[config.mk]
export PLATFORM = sky130hd
export DESIGN_NAME = bloom_rtt_filter
export DESIGN_NICKNAME = d
export VERILOG_FILES = /design/src/rtl/bloom_rtt_filter_pkg.sv /design/src/rtl/bloom_rtt_filter.sv
export SDC_FILE = /design/constraint.sdc
export NUM_CORES = 1
export LEC_CHECK = 0
export ABC_CLOCK_PERIOD_IN_PS = 9500
export CAP_MARGIN = 20
export CORE_MARGIN = 2
export CORE_UTILIZATION = 57
export DETAILED_ROUTE_END_ITERATION = 10
export PLACE_DENSITY = 0.9
export SYNTH_ARGS = -nofsm -noshare
export SYNTH_HDL_FRONTEND = slang
export SYNTH_SLANG_ARGS = --single-unit
[constraint.sdc]
create_clock -name clk -period 9.5 [get_ports clk]
set_input_delay 2.85 -clock clk [delete_from_list [all_inputs] [get_ports clk]]
set_output_delay 2.85 -clock clk [all_outputs]
set_load 0.03 [all_outputs]
[src/rtl/bloom_rtt_filter_pkg.sv]
// Shared definitions for the Bloom-style RTT filter: FSM state encoding,
// SRAM word field positions and the tuple signature fold.
package bloom_rtt_filter_pkg;

  localparam int VALID_BIT   = 35;
  localparam int SIG_HI      = 34;
  localparam int SIG_LO      = 32;
  localparam int TS_HI       = 31;
  localparam int SIG_WIDTH   = SIG_HI - SIG_LO + 1;
  localparam int TUPLE_WIDTH = 96;

  // One-hot state encoding, 9 states.
  typedef enum logic [8:0] {
    S_IDLE = 9'b0_0000_0001,
    S_INS0 = 9'b0_0000_0010,
    S_INS1 = 9'b0_0000_0100,
    S_RD0  = 9'b0_0000_1000,
    S_RD1  = 9'b0_0001_0000,
    S_WAIT = 9'b0_0010_0000,
    S_EVAL = 9'b0_0100_0000,
    S_CLR0 = 9'b0_1000_0000,
    S_CLR1 = 9'b1_0000_0000
  } state_e;

  // Fold the 96-bit tuple to 32 bits by XOR of its words, then fold the
  // low six bits of that down to a 3-bit signature.
  function automatic logic [SIG_WIDTH-1:0] sig_fold(input logic [TUPLE_WIDTH-1:0] tuple);
    logic [31:0] s;
    s = tuple[95:64] ^ tuple[63:32] ^ tuple[31:0];
    return s[2:0] ^ s[5:3];
  endfunction

endpackage

[src/rtl/bloom_rtt_filter.sv]
// Hash-indexed SRAM filter that matches ACKs against earlier data segments.
// Inserts write a timestamped, signed entry at two hash indices; queries read
// both indices and, when both agree with the request, emit an RTT sample and
// clear the entries.
//
// state | meaning
// IDLE  | ready for a request
// INS0  | writing entry to index 0
// INS1  | writing entry to index 1
// RD0   | reading index 0
// RD1   | reading index 1 (first word may return here)
// WAIT  | waiting for outstanding read data
// EVAL  | one-cycle hit/miss decision, rtt_valid pulse on hit
// CLR0  | clearing index 0 after a hit
// CLR1  | clearing index 1 after a hit
module bloom_rtt_filter
  import bloom_rtt_filter_pkg::*;
#(
  parameter int HASH_BITS       = 19,
  parameter int SRAM_DATA_WIDTH = 36,
  parameter int TS_WIDTH        = 32
) (
  input  logic                       clk,
  input  logic                       reset,
  input  logic                       bloom_wr,
  output logic                       bloom_rdy,
  input  logic [HASH_BITS-1:0]       index_0,
  input  logic [HASH_BITS-1:0]       index_1,
  input  logic [TUPLE_WIDTH-1:0]     wire_tuple,
  input  logic                       pkt_is_ack,
  output logic [HASH_BITS-1:0]       sram_addr,
  output logic [SRAM_DATA_WIDTH-1:0] sram_wr_data,
  output logic                       sram_wr_req,
  output logic                       sram_rd_req,
  input  logic                       sram_req_ack,
  input  logic [SRAM_DATA_WIDTH-1:0] sram_rd_data,
  input  logic                       sram_rd_vld,
  output logic                       rtt_valid,
  output logic [TS_WIDTH-1:0]        rtt_value,
  output logic [31:0]                num_inserts,
  output logic [31:0]                num_hits,
  output logic [31:0]                num_misses
);

  state_e                     state;
  logic [TS_WIDTH-1:0]        ts;
  logic [TS_WIDTH-1:0]        ts_req;
  logic [HASH_BITS-1:0]       idx0;
  logic [HASH_BITS-1:0]       idx1;
  logic [SIG_WIDTH-1:0]       sig;
  logic [SRAM_DATA_WIDTH-1:0] word0;
  logic [SRAM_DATA_WIDTH-1:0] word1;
  logic [1:0]                 fill;
  logic [SRAM_DATA_WIDTH-1:0] word0_n;
  logic [SRAM_DATA_WIDTH-1:0] word1_n;
  logic [1:0]                 fill_n;
  logic                       hit_n;

  // Free-running timestamp, one tick per clock.
  always_ff @(posedge clk) begin
    if (reset) ts <= '0;
    else       ts <= ts + 1'b1;
  end

  // Read-return capture: slot 0 then slot 1, only while reads are outstanding.
  always_comb begin
    word0_n = word0;
    word1_n = word1;
    fill_n  = fill;
    if ((state == S_RD1 || state == S_WAIT) && sram_rd_vld) begin
      if (fill == 2'd0) begin
        word0_n = sram_rd_data;
        fill_n  = 2'd1;
      end else if (fill == 2'd1) begin
        word1_n = sram_rd_data;
        fill_n  = 2'd2;
      end
    end
  end

  // Hit decision on the words as they stand after this cycle's capture, so
  // rtt_valid can be registered on entry to EVAL.
  assign hit_n = word0_n[VALID_BIT] && word1_n[VALID_BIT] &&
                 (word0_n[SIG_HI:SIG_LO] == sig) &&
                 (word1_n[SIG_HI:SIG_LO] == sig) &&
                 (word0_n[TS_HI:0] == word1_n[TS_HI:0]);

  // Sequencing FSM with registered SRAM requests, status and counters.
  always_ff @(posedge clk) begin
    if (reset) begin
      state        <= S_IDLE;
      bloom_rdy    <= 1'b0;
      sram_addr    <= '0;
      sram_wr_data <= '0;
      sram_wr_req  <= 1'b0;
      sram_rd_req  <= 1'b0;
      rtt_valid    <= 1'b0;
      rtt_value    <= '0;
      num_inserts  <= '0;
      num_hits     <= '0;
      num_misses   <= '0;
      ts_req       <= '0;
      idx0         <= '0;
      idx1         <= '0;
      sig          <= '0;
      word0        <= '0;
      word1        <= '0;
      fill         <= '0;
    end else begin
      rtt_valid <= 1'b0;
      word0     <= word0_n;
      word1     <= word1_n;
      fill      <= fill_n;
      unique case (state)
        S_IDLE: begin
          bloom_rdy <= 1'b1;
          fill      <= '0;
          if (bloom_wr && bloom_rdy) begin
            bloom_rdy <= 1'b0;
            idx0      <= index_0;
            idx1      <= index_1;
            ts_req    <= ts;
            sig       <= sig_fold(wire_tuple);
            sram_addr <= index_0;
            if (pkt_is_ack) begin
              state       <= S_RD0;
              sram_rd_req <= 1'b1;
            end else begin
              state        <= S_INS0;
              sram_wr_req  <= 1'b1;
              sram_wr_data <= {1'b1, sig_fold(wire_tuple), ts};
            end
          end
        end
        S_INS0: begin
          if (sram_req_ack) begin
            state     <= S_INS1;
            sram_addr <= idx1;
          end
        end
        S_INS1: begin
          if (sram_req_ack) begin
            state       <= S_IDLE;
            sram_wr_req <= 1'b0;
            bloom_rdy   <= 1'b1;
            num_inserts <= num_inserts + 32'd1;
          end
        end
        S_RD0: begin
          if (sram_req_ack) begin
            state     <= S_RD1;
            sram_addr <= idx1;
          end
        end
        S_RD1: begin
          if (sram_req_ack) begin
            state       <= S_WAIT;
            sram_rd_req <= 1'b0;
          end
        end
        S_WAIT: begin
          if (fill_n == 2'd2) begin
            state     <= S_EVAL;
            rtt_valid <= hit_n;
            if (hit_n) rtt_value <= ts_req - word0_n[TS_HI:0];
          end
        end
        S_EVAL: begin
          // rtt_valid is high in EVAL exactly when the lookup hit.
          if (rtt_valid) begin
            state        <= S_CLR0;
            num_hits     <= num_hits + 32'd1;
            sram_addr    <= idx0;
            sram_wr_data <= '0;
            sram_wr_req  <= 1'b1;
          end else begin
            state      <= S_IDLE;
            num_misses <= num_misses + 32'd1;
            bloom_rdy  <= 1'b1;
          end
        end
        S_CLR0: begin
          if (sram_req_ack) begin
            state     <= S_CLR1;
            sram_addr <= idx1;
          end
        end
        S_CLR1: begin
          if (sram_req_ack) begin
            state       <= S_IDLE;
            sram_wr_req <= 1'b0;
            bloom_rdy   <= 1'b1;
          end
        end
        default: begin
          state       <= S_IDLE;
          sram_wr_req <= 1'b0;
          sram_rd_req <= 1'b0;
          bloom_rdy   <= 1'b0;
        end
      endcase
    end
  end

endmodule

==> key figures <==
Clock network
  • CTS Sinks: 375
  • Post_cts resized: 0
  • CTS Buffer Depth: 3
  • Clock root cell: clkbuf_16
  • Skew-Pair Late Insertion Delay: 0.53 ns
  • CTS tree: done
  • Post-CTS Setup Bufs: 0
  • Total CTS buffers: 40
  • CTS clk-pin slew, worst paths: 0.06 ns
  • Post-CTS Hold Buffers: 0
  • H-tree depth: 2

Placed design
  • Pre-CTS setup slack: 2.00 ns
  • Post-detailed-placement half-perimeter wirelength: 38900 um
  • PortBufs: 284
  • GP Congestion: 0.929

Pwr
  • VDD IR-drop max: 0.156 mV
  • Clock share of power: 0.393
  • PwrDens: 180 nW/um2
  • Switching share of total power: 0.301
  • Leakage: 8.35 nW
  • Logic gate share of total power: 0.197
  • Switching Power: 0.00125 W
  • Seq pwr share: 0.410
  • Power Internal: 0.00290 W

Final layout
  • Commonest non-fill, non-tap cells in the layout: nand2_1 (419), dfxtp_1 (375), clkdlybuf4s50_1 (283), nor2_1 (272), a21oi_1 (230)
  • FF+latch area: 7510 um2
  • Multi-input gate area: 10400 um2
  • FILL cells: 2469
  • Final layout net count: 2751
  • ANT cells: 0
  • Commonest non-fill, non-tap cell in the layout: nand2_1
  • Area Overhead vs Synth: 23.6%
  • Layout cells sized above 1: 0.0529

STA
  • Hold Vio Cnt, Final: 0
  • Worst Skew: 0.0140 ns
  • FMAX: 139 MHz
  • Slew HR: 0.293
  • Tightest Pin Transition: 1.06 ns
  • Period minus WS final: 7.19 ns
  • Max Slew Vio Count: 0
  • RSZ-0062 raised after global routing: no
  • Final period util: 0.757
  • Setup WS post-layout: 2.31 ns
  • Final Setup Violations: 0
  • Fin Setup TNS: 0 ns

Critical path
  • Critical path type: in2reg
  • Worst setup EP type: register
  • R2R Path End: rtt_value[31]
  • Required time worst endpoint: 9.96 ns
  • Number of cells on the worst reg-to-reg path: 13
  • Worst-path fanout max: 33
  • Reg2Reg Setup Slack: 4.45 ns
  • WP data arrival: 7.65 ns
  • Worst R2R Start: fill[0]
  • Crit path launch type: input port

Synth
  • Share of the synthesized area in the top cell type: 0.402
  • YS warnings: 0
  • Top_reg_cell synth: dfxtp_1
  • Synthesized flop and latch total: 375
  • Syn_area_per_cell: 7.96 um2
  • Post-synth cell types: 88
  • Mapped Nets: 2537
  • Post-synthesis instance total: 2345
  • Largest cells by area after synthesis: dfxtp_1 (40%), nand2_1 (8.4%), a21oi_1 (6.2%)
  • Register area share after synthesis: 0.402
  • Dominant cell type by area after synthesis: dfxtp_1
  • Async SR Flop Fraction: 0
  • Synth Cell Area: 18700 um2
  • EDFF count, synth: 0

Detailed routing
  • Vias/cell: 5.91
  • Drt total wl: 55300 um
  • First DRT Iteration DRCs: 1475
  • Final ANT Viol Nets: 0
  • DRT Pass-1 Iters: 6
  • DR DRC count: 0
  • Wire length per cell: 18.2 um
  • Total number of vias: 17900

GRT
  • Pin count of the biggest net entering global routing: 247
  • Antenna violations before repair: 2
  • Total track usage: 0.312
  • First-pass GRT wire length: 86300 um
  • Vias in the first global route: 16900
  • Total gr overflow: 0

Floorplanning
  • Core Box Area: 32400 um2
  • Die width: 185 um
  • Initial core utilization: 0.576
  • Io pins: 363
  • Std cell rows: 66
  • Full die area: 34200 um2
  • Die height: 185 um

Hold path
  • Min-delay src: rtt_value[12]
  • Hold path endpoint: rtt_value[12]
  • Hold Path Class: reg2reg
  • Worst Hold Depth: 2

Run
  • Max cap viols: 0

Outcome
  • Run status: finished clean
through the flow:
step	power [W]	hold WS, ns	instance area [um2]	instances	util
2_1_floorplan	0.00226	0.436	18700	2345	-
3_3_place_gp	0.00252	0.437	21700	2959	0.670
3_5_place_dp	0.00254	0.444	21700	2959	0.670
4_1_cts	0.00416	0.452	23100	3032	0.712
5_1_grt	0.00431	0.467	23100	3032	0.712
6_report	0.00415	0.449	23100	3032	0.712
cell usage after synthesis (all sizes together), types with 10 or more instances:
library cell,count
inv,56
xnor2,114
nor3,29
nand3,99
ha,16
dfxtp,375
o22ai,23
clkbuf,100
a22oi,39
o221ai,14
a211oi,10
a311oi,20
nor2,275
and4,10
mux2i,49
a221oi,13
and3,30
maj3,12
nand2b,12
or3,30
a21oi,231
nor4,14
xor2,91
o21ai,73
nand4,31
nor2b,15
nand2,419
buf,27
worst max path at each step:
| stage | start | to | slack, ns | cells past startpoint |
|---|---|---|---|---|
| 4_1_cts | sram_rd_vld | rtt_value[31] | 2.52 | 12 |
| 3_5_place_dp | sram_rd_vld | rtt_value[30] | 2.00 | 12 |
| 6_report | sram_rd_vld | rtt_value[31] | 2.31 | 12 |
| 3_3_place_gp | sram_rd_vld | rtt_value[31] | 2.10 | 12 |
| 2_1_floorplan | sram_rd_vld | rtt_value[17] | 2.81 | 20 |
| 5_1_grt | sram_rd_vld | rtt_value[30] | 2.12 | 12 |
state kept, by name (all words and copies together) (netlist names), 9 cells and up:
name          cells
ts_req           32
ts               32
word1            36
state             9
idx0             19
rtt_value        32
idx1             19
num_inserts      32
sram_wr_data     36
num_misses       32
sram_addr        19
num_hits         32
word0            36
per-layer routing:
metal | wire (um) | track usage | up-vias
met5 | 0 | 0 | -
met4 | 1730 | 0.107 | 0
met3 | 5620 | 0.0842 | 123
met2 | 25900 | 0.521 | 763
met1 | 22100 | 0.388 | 8500
li1 | - | - | 8543
cells by family (layout without fill, tap and decap cells):
kind of cell | Yosys count | count (layout) | share of synthesized area
XOR/XNOR | 205 | 205 | 0.0978
flip-flops | 375 | 375 | 0.402
buffers and inverters | 184 | 429 | 0.0403
multiplexers | 53 | 53 | 0.0323
AO/OA/AOI/OAI | 495 | 495 | 0.167
AND/OR/NAND/NOR | 1005 | 1005 | 0.243
adder cells (fa/ha/maj) | 28 | 28 | 0.0172
cell type report:
cell class                      count  area share
Clock inverter                     13     0.00776
Clock buffer                       60      0.0519
Sequential cell                   375       0.326
Timing Repair Buffer              300       0.129
Multi-Input combinational cell   1786       0.452
Inverter                           56     0.00912
Tap cell                          442      0.0240
power groups by stage:
stage / clock, W / sequential (W) / combinational [W]
floorplan: 0 / 0.00180 / 0.000458
global placement: 0 / 0.00173 / 0.000790
detailed placement: 0 / 0.00173 / 0.000803
CTS: 0.00164 / 0.00170 / 0.000813
global route: 0.00171 / 0.00171 / 0.000896
finish: 0.00163 / 0.00170 / 0.000819
worst max-delay path, cell delays in order:
cell	delay, ns
clkdlybuf4s50_1	0.54
nor4b_2	0.36
and4_2	0.77
buf_4	0.40
a221oi_1	0.12
o21ai_0	0.57
nand4_1	0.19
nor4_1	0.49
nand4_1	0.70
nor3_1	0.36
mux2i_1	0.12
a21oi_1	0.14
(Power assumes the default switching activity.)
